$ cat config.mk
export PLATFORM = sky130hd
export DESIGN_NAME = sent_rx_frame_decoder
export DESIGN_NICKNAME = d
export VERILOG_FILES = /design/src/rtl/sent_rx_frame_decoder.sv
export SDC_FILE = /design/constraint.sdc
export NUM_CORES = 1
export LEC_CHECK = 0
export ABC_CLOCK_PERIOD_IN_PS = 10100
export CAP_MARGIN = 10
export CORE_MARGIN = 4
export CORE_UTILIZATION = 55
export DETAILED_ROUTE_END_ITERATION = 6
export PLACE_DENSITY_LB_ADDON = 0.2
export SYNTH_ARGS = -nofsm -noshare
export SYNTH_HDL_FRONTEND = slang
export SYNTH_SLANG_ARGS = --single-unit
$ cat constraint.sdc
create_clock -name clk_rx -period 10.1 [get_ports clk_rx]
set_input_delay 1.01 -clock clk_rx [delete_from_list [all_inputs] [get_ports clk_rx]]
set_output_delay 1.01 -clock clk_rx [all_outputs]
set_load 0.01 [all_outputs]
$ cat src/rtl/sent_rx_frame_decoder.sv
// SENT receive frame decoder.
// Measures the time between falling edges of the SENT line in ticks and decodes
// sync, status, six data nibbles and a CRC nibble. A frame that passes the CRC
// is published on status_o/data_o. Any error is reported as a one-cycle pulse.
module sent_rx_frame_decoder (
  input  logic        clk_rx,
  input  logic        reset_rx,
  input  logic        sent_rx_i,
  input  logic        enable_i,
  input  logic        pause_en_i,
  input  logic [7:0]  divide_i,
  output logic [3:0]  status_o,
  output logic [23:0] data_o,
  output logic        frame_valid_o,
  output logic        crc_err_o,
  output logic        pulse_err_o
);

  typedef enum logic [2:0] {
    ST_IDLE,
    ST_SYNC,
    ST_STATUS,
    ST_DATA,
    ST_CRC,
    ST_END
  } state_t;

  // 4-bit CRC lookup table used by the SENT CRC.
  function automatic logic [3:0] crc_tbl(input logic [3:0] idx);
    logic [3:0] r;
    case (idx)
      4'h0:    r = 4'h0;
      4'h1:    r = 4'hd;
      4'h2:    r = 4'h7;
      4'h3:    r = 4'ha;
      4'h4:    r = 4'he;
      4'h5:    r = 4'h3;
      4'h6:    r = 4'h9;
      4'h7:    r = 4'h4;
      4'h8:    r = 4'h1;
      4'h9:    r = 4'hc;
      4'ha:    r = 4'h6;
      4'hb:    r = 4'hb;
      4'hc:    r = 4'hf;
      4'hd:    r = 4'h2;
      4'he:    r = 4'h8;
      default: r = 4'h5;
    endcase
    return r;
  endfunction

  logic        sync1_reg;
  logic        sync2_reg;
  logic        dly_reg;
  logic        fall_det;
  logic [7:0]  div_eff;
  logic [7:0]  prescale_reg;
  logic [9:0]  tick_reg;
  logic        round_up;
  logic [10:0] t_meas;
  logic        t_is_sync;
  logic        t_is_nibble;
  logic        t_is_pause;
  logic [3:0]  nib_val;

  state_t      state_reg;
  logic [2:0]  idx_reg;
  logic [3:0]  crc_reg;
  logic [3:0]  status_buf_reg;
  logic [23:0] data_buf_reg;

  // Synchronize the asynchronous line; the extra delay stage gives edge detect.
  always_ff @(posedge clk_rx) begin
    if (reset_rx) begin
      sync1_reg <= 1'b1;
      sync2_reg <= 1'b1;
      dly_reg   <= 1'b1;
    end else begin
      sync1_reg <= sent_rx_i;
      sync2_reg <= sync1_reg;
      dly_reg   <= sync2_reg;
    end
  end

  assign fall_det = dly_reg & ~sync2_reg;

  // A divide of zero behaves as one clock per tick.
  assign div_eff = (divide_i == 8'd0) ? 8'd1 : divide_i;

  // Prescaler and saturating tick counter, restarted at every falling edge.
  always_ff @(posedge clk_rx) begin
    if (reset_rx || !enable_i || fall_det) begin
      prescale_reg <= 8'd0;
      tick_reg     <= 10'd0;
    end else if (prescale_reg >= div_eff - 8'd1) begin
      prescale_reg <= 8'd0;
      if (tick_reg != 10'd1023) begin
        tick_reg <= tick_reg + 10'd1;
      end
    end else begin
      prescale_reg <= prescale_reg + 8'd1;
    end
  end

  // Round the interval to the nearest tick using the partial prescale count.
  assign round_up    = (prescale_reg >= (div_eff >> 1));
  assign t_meas      = {1'b0, tick_reg} + {10'd0, round_up};
  assign t_is_sync   = (t_meas >= 11'd55) && (t_meas <= 11'd57);
  assign t_is_nibble = (t_meas >= 11'd12) && (t_meas <= 11'd27);
  assign t_is_pause  = (t_meas >= 11'd12) && (t_meas <= 11'd768);
  assign nib_val     = t_meas[3:0] - 4'd12;

  // Frame FSM; advances only on falling edges and owns all registered outputs.
  always_ff @(posedge clk_rx) begin
    if (reset_rx) begin
      state_reg      <= ST_IDLE;
      idx_reg        <= 3'd0;
      crc_reg        <= 4'h5;
      status_buf_reg <= 4'h0;
      data_buf_reg   <= 24'h0;
      status_o       <= 4'h0;
      data_o         <= 24'h0;
      frame_valid_o  <= 1'b0;
      crc_err_o      <= 1'b0;
      pulse_err_o    <= 1'b0;
    end else begin
      frame_valid_o <= 1'b0;
      crc_err_o     <= 1'b0;
      pulse_err_o   <= 1'b0;
      if (!enable_i) begin
        state_reg <= ST_IDLE;
      end else if (fall_det) begin
        case (state_reg)
          ST_IDLE: begin
            state_reg <= ST_SYNC;
          end
          ST_SYNC: begin
            if (t_is_sync) begin
              state_reg <= ST_STATUS;
            end
          end
          ST_STATUS: begin
            if (t_is_nibble) begin
              status_buf_reg <= nib_val;
              crc_reg        <= 4'h5;
              idx_reg        <= 3'd0;
              state_reg      <= ST_DATA;
            end else begin
              pulse_err_o <= 1'b1;
              state_reg   <= ST_SYNC;
            end
          end
          ST_DATA: begin
            if (t_is_nibble) begin
              data_buf_reg <= {data_buf_reg[19:0], nib_val};
              crc_reg      <= nib_val ^ crc_tbl(crc_reg);
              if (idx_reg == 3'd5) begin
                state_reg <= ST_CRC;
              end else begin
                idx_reg <= idx_reg + 3'd1;
              end
            end else begin
              pulse_err_o <= 1'b1;
              state_reg   <= ST_SYNC;
            end
          end
          ST_CRC: begin
            if (t_is_nibble) begin
              if (nib_val == crc_tbl(crc_reg)) begin
                frame_valid_o <= 1'b1;
                status_o      <= status_buf_reg;
                data_o        <= data_buf_reg;
              end else begin
                crc_err_o <= 1'b1;
              end
              state_reg <= ST_END;
            end else begin
              pulse_err_o <= 1'b1;
              state_reg   <= ST_SYNC;
            end
          end
          ST_END: begin
            if (t_is_sync) begin
              state_reg <= ST_STATUS;
            end else if (pause_en_i && t_is_pause) begin
              state_reg <= ST_SYNC;
            end else begin
              pulse_err_o <= 1'b1;
              state_reg   <= ST_SYNC;
            end
          end
          default: begin
            state_reg <= ST_IDLE;
          end
        endcase
      end
    end
  end

endmodule

==> metrics.csv <==
stage,metric,value,unit
sta,max_slew_margin,0.344,
global_route,globalRouteOverflowTotal,0,
min_path,min_path_type,flop to flop,
clock_tree,cts-htree-levels,3,
global_route,grt_pass1_vias,3989,
sta,setup_violations,0,
critical_path,crit_arrival,6070,ps
yosys,synth.mux.area_fraction,0.0103,
global_route,antenna_found_initial,0,
critical_path,worstPathMaxFanout,16,
sta,fin_ws,4320,ps
power_and_ir_drop,ir_worst_vdd,67.3,uV
yosys,synth_top_family_by_area,simple AND/OR/NAND/NOR gates,
clock_tree,cts_tree,done,
clock_tree,clk_latency,370,ps
floorplanning,rows,33,
critical_path,worst_setup_path_start_kind,input port,
yosys,synthSimpleGateAreaFrac,0.261,
final_layout,nets,652,
clock_tree,postCtsHoldBufs,0,
detailed_routing,drc,0,
job,cap_violations,0,
clock_tree,cts_buffer_depth,2,
sta,fmax,0.173,GHz
power_and_ir_drop,powerDensity,118,nW/um2
sta,fin_skew,16.7,ps
critical_path,rr_worst_depth,19,
clock_tree,cts_root_buf,clkbuf_8,
yosys,synth-edff-count,0,
critical_path,path_depth,19,
critical_path,cp_top_family,compound AO/OA/AOI/OAI gates,
place,gp_congestion,0.919,
yosys,synth_warnings,0,
sta,worstMarginPinSlew,983,ps
yosys,syn_inst,585,
place,portBuffers,43,
floorplanning,initial_core_util,0.577,
final_layout,drive_gt1_frac,0.115,
yosys,synth_seq_cells,94,
critical_path,end_kind,flop,
clock_tree,cts_resized,0,
detailed_routing,wl_per_cell,14.3,um
sta,finalCriticalPeriod,5780,ps
sta,hold_violations,0,
critical_path,slowest_stage,nor4_4,
critical_path,crit_type,input port to flop,
yosys,synth_cell_type_count,55,
final_layout,fin_util,0.649,
final_layout,area_delta_synth_final,12.5,%
critical_path,max_stage_delay,860,ps
place,dp_hpwl,7440,um
power_and_ir_drop,cellLeakagePower,0.00189,uW
clock_tree,cts-buffers-inserted,9,
final_layout,instances_no_fill,723,
clock_tree,post_cts_buffers,0,
clock_tree,clk_pin_slew_worst_paths,90,ps
detailed_routing,drtPass1Iterations,4,
global_route,grtUsageMet3,0.0337,
yosys,synthAdderAreaFrac,0.0672,
critical_path,cp.buffers_inverters,2,
detailed_routing,vias_per_cell,5.63,
final_layout,antenna_cells,0,
global_route,grt_max_degree,73,
floorplanning,die_h,102,um
global_route,grt_pass1_wl,18200,um
floorplanning,die_x,102,um
yosys,ys_seq_area_frac,0.389,
sta,rsz0062_at_grt,no,
clock_tree,cts_sinks,94,
global_route,top_usage_layer,met2,
global_route,grtUsageTotal,0.214,
global_route,use_met2,0.357,
yosys,synth_area_per_cell,8.27,um2
sta,fin_setup_tns,0,ps
place,place_worst_setup_slack,3960,ps
sta,fin_crit_sh,0.572,
floorplanning,core_area,8380,um2
critical_path,worstPathCellList,clkdlybuf4s50_1 > ha_1 > nand2b_1 > a21o_1 > a21o_1 > a21oi_1 > nor2b_1 > o21ai_0 > a21oi_1 > ha_1 > ha_1 > and3_1 > a311o_1 > a221oi_2 > o2111ai_1 > nor4_4 > buf_4 > nand2_1 > a21oi_2,
place,post-place-cells,707,
yosys,async_flop_share,0,
yosys,syn_nets,624,
min_path,whs_path_depth,1,
global_route,met1_usage,0.282,
detailed_routing,antenna_left,0,
yosys,synth_xor_area_frac,0.0633,
detailed_routing,num_vias,4067,
floorplanning,die-area,10400,um2
outcome,outcome,"finished, final reports clean",
critical_path,required,10390,ps
sta,finalMaxSlewViolations,0,
detailed_routing,drtIter0Drc,201,
floorplanning,io_pins,44,
final_layout,fillers,747,
yosys,synthesis.area,4840,um2
yosys,synth_ff_type,dfxtp_1,
yosys,synth-compound-area-share,0.166,
critical_path,crit_top_cell,ha_1,
detailed_routing,totalWireLength,10300,um
## Yosys cell counts, types with 3 or more instances
cell,count,area share
nand2_1,115,0.089
dfxtp_1,94,0.39
a21oi_1,47,0.049
nor2_1,38,0.029
ha_1,26,0.067
a21oi_2,20,0.036
nand2_2,20,0.026
nand3_1,19,0.020
o21ai_0,19,0.020
xor2_1,19,0.034
xnor2_1,16,0.029
clkbuf_1,14,0.011
inv_1,12,0.0093
and3_1,10,0.013
nand2b_1,9,0.012
buf_2,8,0.0083
nand4_1,7,0.0090
nor2b_1,7,0.0090
nor3_1,7,0.0072
a31oi_1,6,0.0078
a21o_1,5,0.0078
buf_6,5,0.012
mux2i_1,5,0.010
a211oi_1,4,0.0062
and2_1,4,0.0052
nor4_1,4,0.0052
or2_2,4,0.0052
nand4b_1,3,0.0054
o2111ai_1,3,0.0054
or3_1,3,0.0039
## path summary, 6_finish.rpt
path | from | to | slack [ps]
worst max-delay path | divide_i[1] | status_o[1]$_SDFFE_PP0P_ | 4320
worst max register to register | prescale_reg[0]$_SDFF_PP0_ | status_o[1]$_SDFFE_PP0P_ | 4890
worst min register to register | sync1_reg$_SDFF_PP1_ | sync2_reg$_SDFF_PP1_ | 420
worst min-delay path | sync1_reg$_SDFF_PP1_ | sync2_reg$_SDFF_PP1_ | 420
## power breakdown
part | switching, uW | total [uW] | internal, uW | leakage [uW]
clock | 147 | 243 | 95.6 | 0.0000956
sequential | 1.27 | 373 | 371 | 0.000758
combinational | 15.8 | 27.1 | 11.2 | 0.00103
## metrics by stage
| stage | power (uW) | hold slack [ps] | instance area (um2) |
|---|---|---|---|
| floorplan | 398 | 389 | 4840 |
| global placement | 408 | 394 | 5260 |
| detailed placement | 409 | 399 | 5260 |
| CTS | 647 | 428 | 5440 |
| global route | 665 | 435 | 5440 |
| finish | 643 | 421 | 5440 |
## cell usage in the layout, fill, tap and decap left out, types with 4 or more instances in the layout
cell type	count
a211oi_1	4
a21o_1	5
a21oi_1	47
a21oi_2	20
a31oi_1	6
and2_1	4
and3_1	10
clkbuf_8	9
clkdlybuf4s50_1	42
dfxtp_1	94
ha_1	26
inv_1	12
mux2i_1	5
nand2_1	115
nand2_2	20
nand2b_1	9
nand3_1	19
nand4_1	7
nor2_1	38
nor2b_1	7
nor3_1	7
nor4_1	4
o21ai_0	19
or2_2	4
xnor2_1	16
xor2_1	19
## metal layers
metal  vias to the layer above  share of wire
li1                       2060              -
met1                      1914           0.48
met2                        77           0.48
met3                        16          0.029
met4                         0          0.015
met5                         -              0
## area by class of cell
cell class / instances / area [um2] / area share
flip-flops and latches: 94 / 1880 / 0.346
repair buffers: 46 / 448 / 0.0823
well taps: 105 / 131 / 0.0241
multi-input cells: 450 / 2750 / 0.505
clock buffers: 9 / 124 / 0.0228
clock inverters: 7 / 63.8 / 0.0117
inverters: 12 / 45.0 / 0.00828
## kinds of logic after synthesis
| logic type | Yosys count |
|---|---|
| buffers and inverters | 41 |
| AOI/OAI and AO/OA | 124 |
| DFF | 94 |
| and+or+nand+nor | 260 |
| xor gates and xnor gates | 35 |
| muxes | 5 |
| adders and majority gates | 26 |
No activity file was read; power rests on OpenSTA's default activity.
